==> src/rtl/reg_ctrl_pkg.sv <==
// rtl/reg_ctrl_pkg.sv - shared types and defaults for the register-file access controller
package reg_ctrl_pkg;

  localparam int DATA_W_DEF   = 32;
  localparam int ADDR_W_DEF   = 3;
  localparam int NUM_REGS_DEF = 2 ** ADDR_W_DEF;

  typedef enum logic {
    CLEAR = 1'b0,
    RUN   = 1'b1
  } state_t;

endpackage

==> src/rtl/reg_ctrl8x32.sv <==
// rtl/reg_ctrl8x32.sv - register-file access controller: clear sequence, 1-cycle reads, writeback, forwarding
module reg_ctrl8x32
  import reg_ctrl_pkg::*;
#(
  parameter int DATA_W   = DATA_W_DEF,
  parameter int ADDR_W   = ADDR_W_DEF,
  parameter int ZERO_REG = 1
) (
  input  logic              clk,
  input  logic              rst,
  input  logic              clr_req,
  output logic              init_done,
  input  logic              rd_req_valid,
  output logic              rd_req_ready,
  input  logic [ADDR_W-1:0] rs0,
  input  logic [ADDR_W-1:0] rs1,
  output logic              rd_rsp_valid,
  output logic [DATA_W-1:0] rd_rsp_data0,
  output logic [DATA_W-1:0] rd_rsp_data1,
  input  logic              wr_valid,
  output logic              wr_ready,
  input  logic [ADDR_W-1:0] wr_addr,
  input  logic [DATA_W-1:0] wr_data,
  output logic              rf_read,
  output logic              rf_write,
  output logic [ADDR_W-1:0] rf_rAddr0,
  output logic [ADDR_W-1:0] rf_rAddr1,
  output logic [ADDR_W-1:0] rf_wAddr,
  output logic [DATA_W-1:0] rf_wData,
  input  logic [DATA_W-1:0] rf_rData0,
  input  logic [DATA_W-1:0] rf_rData1
);

  localparam int NUM_REGS = 2 ** ADDR_W;
  localparam logic [ADDR_W-1:0] LAST_ADDR = ADDR_W'(NUM_REGS - 1);

  state_t            state;
  logic [ADDR_W-1:0] clr_cnt;
  logic              clr_last;

  logic              rd_fire;
  logic              wr_fire;
  logic              wr_to_zero;

  logic              rsp_valid_q;
  logic              zero0_q, zero1_q;
  logic              fwd0_q, fwd1_q;
  logic [DATA_W-1:0] fwd_data_q;
  logic [DATA_W-1:0] data0_q, data1_q;
  logic [DATA_W-1:0] rsp0, rsp1;

  assign clr_last     = (clr_cnt == LAST_ADDR);
  assign init_done    = (state == RUN);
  assign rd_req_ready = (state == RUN) && !clr_req;
  assign wr_ready     = (state == RUN) && !clr_req;
  assign rd_fire      = rd_req_valid && rd_req_ready;
  assign wr_fire      = wr_valid && wr_ready;
  assign wr_to_zero   = (ZERO_REG != 0) && (wr_addr == '0);

  assign rf_read   = rd_fire;
  assign rf_rAddr0 = rs0;
  assign rf_rAddr1 = rs1;

  // The clear sequence owns the write port; in RUN it carries accepted writebacks.
  always_comb begin
    rf_write = 1'b0;
    rf_wAddr = wr_addr;
    rf_wData = wr_data;
    if (state == CLEAR) begin
      rf_write = 1'b1;
      rf_wAddr = clr_cnt;
      rf_wData = '0;
    end else begin
      rf_write = wr_fire && !wr_to_zero;
    end
  end

  always_ff @(posedge clk) begin
    if (rst) begin
      state   <= CLEAR;
      clr_cnt <= '0;
    end else begin
      case (state)
        CLEAR: begin
          clr_cnt <= clr_cnt + 1'b1;
          if (clr_last) begin
            state <= RUN;
          end
        end
        RUN: begin
          if (clr_req) begin
            state   <= CLEAR;
            clr_cnt <= '0;
          end
        end
        default: begin
          state   <= CLEAR;
          clr_cnt <= '0;
        end
      endcase
    end
  end

  // Forwarding decisions are captured at accept time; the file's data arrives a cycle later.
  always_ff @(posedge clk) begin
    if (rst) begin
      rsp_valid_q <= 1'b0;
      zero0_q     <= 1'b0;
      zero1_q     <= 1'b0;
      fwd0_q      <= 1'b0;
      fwd1_q      <= 1'b0;
      fwd_data_q  <= '0;
    end else begin
      rsp_valid_q <= rd_fire;
      if (rd_fire) begin
        zero0_q <= (ZERO_REG != 0) && (rs0 == '0);
        zero1_q <= (ZERO_REG != 0) && (rs1 == '0);
        fwd0_q  <= wr_fire && !wr_to_zero && (rs0 == wr_addr);
        fwd1_q  <= wr_fire && !wr_to_zero && (rs1 == wr_addr);
      end
      if (wr_fire) begin
        fwd_data_q <= wr_data;
      end
    end
  end

  assign rsp0 = zero0_q ? '0 : (fwd0_q ? fwd_data_q : rf_rData0);
  assign rsp1 = zero1_q ? '0 : (fwd1_q ? fwd_data_q : rf_rData1);

  // Hold the last delivered operands between responses.
  always_ff @(posedge clk) begin
    if (rst) begin
      data0_q <= '0;
      data1_q <= '0;
    end else if (rsp_valid_q) begin
      data0_q <= rsp0;
      data1_q <= rsp1;
    end
  end

  assign rd_rsp_valid = rsp_valid_q;
  assign rd_rsp_data0 = rsp_valid_q ? rsp0 : data0_q;
  assign rd_rsp_data1 = rsp_valid_q ? rsp1 : data1_q;

endmodule

==> config.mk <==
export PLATFORM = sky130hd
export DESIGN_NAME = reg_ctrl8x32
export DESIGN_NICKNAME = d
export VERILOG_FILES = /design/src/rtl/reg_ctrl_pkg.sv /design/src/rtl/reg_ctrl8x32.sv
export SDC_FILE = /design/constraint.sdc
export NUM_CORES = 1
export LEC_CHECK = 0
export BUFFER_PORTS_ARGS = -buffer_cell sky130_fd_sc_hd__buf_2
export CORE_MARGIN = 2
export CORE_UTILIZATION = 35
export CTS_BUF_LIST = sky130_fd_sc_hd__clkbuf_8 sky130_fd_sc_hd__clkbuf_16
export CTS_CLUSTER_DIAMETER = 120
export DETAILED_ROUTE_END_ITERATION = 16
export GPL_TIMING_DRIVEN = 0
export PLACE_DENSITY_LB_ADDON = 0.05
export SYNTH_ARGS = -nofsm -noshare
export SYNTH_HDL_FRONTEND = slang
export SYNTH_SLANG_ARGS = --single-unit
==> constraint.sdc <==
create_clock -name clk -period 1.77 [get_ports clk]
set_clock_uncertainty 0.2 [all_clocks]
set_input_delay 0.177 -clock clk [delete_from_list [all_inputs] [get_ports clk]]
set_output_delay 0.177 -clock clk [all_outputs]
set_load 0.03 [all_outputs]
* Yosys cells after proc, flatten, opt, wreduce, memory -nomap -nowiden *
Cells that the tools add are included.

storage, ports and cells
  bits in registers = 105
  output and inout bits = 111

cells by class
  $add $sub $neg = 1
  equal/unequal tests = 4
  multiplexer cells = 14
  bitwise gates (word level) = 1
  reduce and logical (&&, ||, !) cells = 11

operators with widths
  operator                                                       count
  32-bit 2-to-1 mux                                              7
  3-bit zero test                                                3
  3-bit equality test                                            2
  1-bit logical AND                                              6
  3-bit 2-to-1 mux                                               2
  3-bit one-hot mux with 2 select lines                          1
  3-bit by 1-bit adder with 3-bit output, second input constant  1
  3-bit equality test, second input constant                     1
  1-bit 2-to-1 mux                                               3
  1-bit zero test                                                2
  2-bit != test, second input constant                           1
  1-bit one-hot mux with 2 select lines                          1
  1-bit NOT                                                      1

* Depth between registers and ports, before layout *
  depth in word-level cells = 5
  depth in mapped cells = 6
  depth with buffers taken out = 4

* Worst setup path after synthesis *
Ideal clock, no wire load.

  path type = reg-to-output
  from = reg state (netlist: init_done)
  to = out rf_write
  arrival time = 1713 ps
  slack = -320 ps
  stages on the path, launching flop included = 5
  buffers on the path = 2
  cells stage by stage = dfxtp_1 buf_4 nand3b_4 clkbuf_1 o21ai_0

between the ends
  word-level cells in the longest chain between the ends = 4

RTL lines
  element                   RTL line            text
  start: declaration        reg_ctrl8x32.sv:37  state_t state;
  start signal: assignment  reg_ctrl8x32.sv:80  state <= CLEAR;
  start signal: assignment  reg_ctrl8x32.sv:87  state <= RUN;
  start signal: assignment  reg_ctrl8x32.sv:92  state <= CLEAR;
  1-bit logical AND         reg_ctrl8x32.sv:55  assign wr_ready = (state == RUN) && !clr_req;
  1-bit logical AND         reg_ctrl8x32.sv:57  assign wr_fire = wr_valid && wr_ready;
  1-bit logical AND         reg_ctrl8x32.sv:74  rf_write = wr_fire && !wr_to_zero;
  1-bit 2-to-1 mux (*)      reg_ctrl8x32.sv:69  if (state == CLEAR) begin
  end: declaration          reg_ctrl8x32.sv:25  output logic rf_write,

Mark *: on every way between the ends. The rest lies on a longest branch, timed or not.

* Worst setup path after layout *
  from = reg fwd1_q
  to = out rd_rsp_data1[3]

between the ends
  word-level cells in the longest chain between the ends = 3

RTL lines
  element                         RTL line             text
  start: declaration              reg_ctrl8x32.sv:47   logic fwd0_q, fwd1_q;
  start signal: assignment        reg_ctrl8x32.sv:119  fwd1_q <= wr_fire && !wr_to_zero && (rs1 == wr_addr);
  32-bit 2-to-1 mux (2 in a row)  reg_ctrl8x32.sv:128  assign rsp1 = zero1_q ? '0 : (fwd1_q ? fwd_data_q : rf_rData1);
  32-bit 2-to-1 mux               n/a
  end: declaration                reg_ctrl8x32.sv:19   output logic [DATA_W-1:0] rd_rsp_data1,

No other way between the ends.

==> impl_results.md <==
* Status: complete, but fails checks
* Failing checks: setup timing
* CTS tree: built
* WL per Instance at 17.7 µm
* Placer Congestion at 0.793
* Synth warn at 0
* Antenna-violating nets left at 0
* H-tree depth at 3
* Synthesized net count at 696
* Crit start category: flip-flop
* Site row count at 43
* Sw frac at 0.235
* Final Core Density at 0.645
* # DRC at 0
* Cell area after synthesis at 4940 µm²
* Gr usage total at 0.240
* Leakage at 3.62 nW
* Vias in the first global route at 5321
* Largest net degree at the start of global routing at 16
* Final Instance Area at 8910 µm²
* Layout Area Growth over Synthesis at 80.3%
* Synth unique cells at 26
* Post-Synthesis Cells at 584
* Final worst slack at -0.137 ns
* Max FO, Critical Path at 8
* CTS sink count at 105
* Sequential fraction of the synthesis area at 0.425
* Die H at 123 µm
* First-pass GRT wire length at 27400 µm
* DR vias at 5165
* Sequential power share at 0.484
* Slew Limit Headroom at 0.596
* PwrDens at 549 nW/µm²
* Tot Pwr at 4.90 mW
* # fillers at 1130
* Crit Path Category: flip-flop to primary output
* WL final at 18700 µm
* Io pins at 221
* Hold Fails Final Rpt at 0
* Core area at 13800 µm²
* Area post-placement at 6370 µm²
* Vias per cell at 4.88
* Clk root buf: clkbuf_16
* CTS buffer count at 9
* Post-Syn Area per Cell at 8.46 µm²
* Most common cell after layout, fill and taps aside: buf_2
* Flop and latch count out of synthesis at 105
* Int Power at 3.75 mW
* Placed cell count at 984
* Share of layout cells above drive strength 1 at 0.473
* Critical Path End Type: primary output
* Worst-Margin Slew at 0.606 ns
* Die X at 123 µm
* IO Port Bufs at 220
* Die area at 15100 µm²
* Setup TNS at -5.78 ns
* Fmax at 0.524 GHz
* DRT iter0 DRCs at 210
* RSZ-0062 raised after global routing: yes
* Worst hold path class: input port to flip-flop
* Max-cap violations at 0
* Detailed placement HPWL at 11900 µm
* Initial antenna violation count at 3
* Multi-input gate area at 3270 µm²
* Grt total ovfl at 0
* Most frequent cells in the layout: buf_2 (138), dfxtp_1 (101), buf_6 (75), nand2_1 (68), inv_1 (67)
* Initial Util at 0.358
* Number of max-slew violations in the final report at 0
* Post-layout min period at 1.91 ns
* Post-Layout Cell Count at 1058
* Nets at 983
* Psw at 1.15 mW
* Part of the power in combinational logic at 0.109
* DRT Pass-1 Iters at 4
* Clock buffer depth at 2
* Clk slew on worst S/H paths at 0.07 ns
* # setup viols final at 67
* Clock share of power at 0.406
* Peak VDD IR at 0.373 mV
* WHS at 0.0208 ns
* Worst endpoint data arrival time at 1.53 ns
* Register area at 2110 µm²
* CP required at 1.39 ns
* Post-placement setup slack at -0.325 ns
* Clock Latency Late Sink at 0.35 ns
* Final period utilization at 1.08
## routing by layer
metal,vias up,global-route usage,part of all wire
met5,-,0,0
met4,0,0.0876,0.021
met3,30,0.0460,0.053
met2,168,0.419,0.49
met1,2471,0.293,0.44
li1,2496,-,-
## state kept, by name, indices dropped and copies added, names as in the netlist
| register | flops |
|---|---|
| init_done | 1 |
| fwd_data_q | 32 |
| data1_q | 32 |
| zero0_q | 1 |
| fwd0_q | 1 |
| zero1_q | 1 |
| clr_cnt | 3 |
| data0_q | 32 |
| rd_rsp_valid | 1 |
| fwd1_q | 1 |
## worst max-delay path, stage by stage (launching register included)
cell and delay [ns]:
dfxtp_2 0.34, buf_12 0.17, buf_12 0.15, mux2i_2 0.22
o22ai_2 0.13, buf_6 0.16
## cell usage after synthesis (all sizes together)
library cell / count / area, µm²
a21oi: 38 / 190
and2: 32 / 200
and3b: 1 / 8.76
buf: 21 / 119
clkbuf: 30 / 113
dfxtp: 105 / 2100
ha: 2 / 25.0
inv: 66 / 248
mux2: 3 / 33.8
mux2i: 64 / 641
nand2: 68 / 255
nand2b: 2 / 12.5
nand3b: 6 / 57.6
nor2: 4 / 15.0
nor2b: 65 / 407
nor3: 1 / 5.00
o21ai: 1 / 5.00
o22ai: 64 / 400
o41ai: 2 / 25.0
or4: 2 / 15.0
or4b: 1 / 13.8
xor2: 6 / 52.6
## final timing paths
check             startpoint              end  slack, ns  depth (start not counted)
setup / recovery      fwd1_q  rd_rsp_data1[3]      -0.14                          5
hold / removal       clr_req        init_done       0.02                          4
setup reg to reg   init_done   fwd_data_q[11]       0.10                          6
hold reg to reg      zero0_q          zero0_q       0.26                          2
## cell families after synthesis
group	synth area share
AOI/OAI and AO/OA	0.126
xor gates and xnor gates	0.0106
adders and majority gates	0.00506
buffers and inverters	0.0969
DFF	0.425
muxes	0.136
and+or+nand+nor	0.200
## power by group through the flow
stage | combinational, mW | clock, mW | sequential [mW]
final | 0.535 | 1.99 | 2.37
after CTS | 0.481 | 2.03 | 2.37
after detailed placement | 0.360 | 0 | 2.43
after floorplan | 0.163 | 0 | 2.43
after global placement | 0.355 | 0 | 2.43
after global routing | 0.571 | 2.12 | 2.37
## what timing repair did
item                       4_1_cts  5_1_grt
setup endpoints to repair      196      117
pin swaps                        5       14
hold endpoints to repair        37        0
hold buffers                    39        0
cloned                           5        0
setup buffers                   16        2
gates resized for setup        305      104
## cell type report
cell class                      instances  share of cell area
Buffer                                 47              0.0591
Clock inverter                          3             0.00154
Sequential cell                       105               0.237
Tap cell                              180              0.0253
Antenna cell                            2            0.000561
Multi-Input combinational cell        362               0.367
Inverter                               66              0.0278
Clock buffer                           13              0.0314
Timing Repair Buffer                  280               0.250
Power figures use the tool's default switching activity.
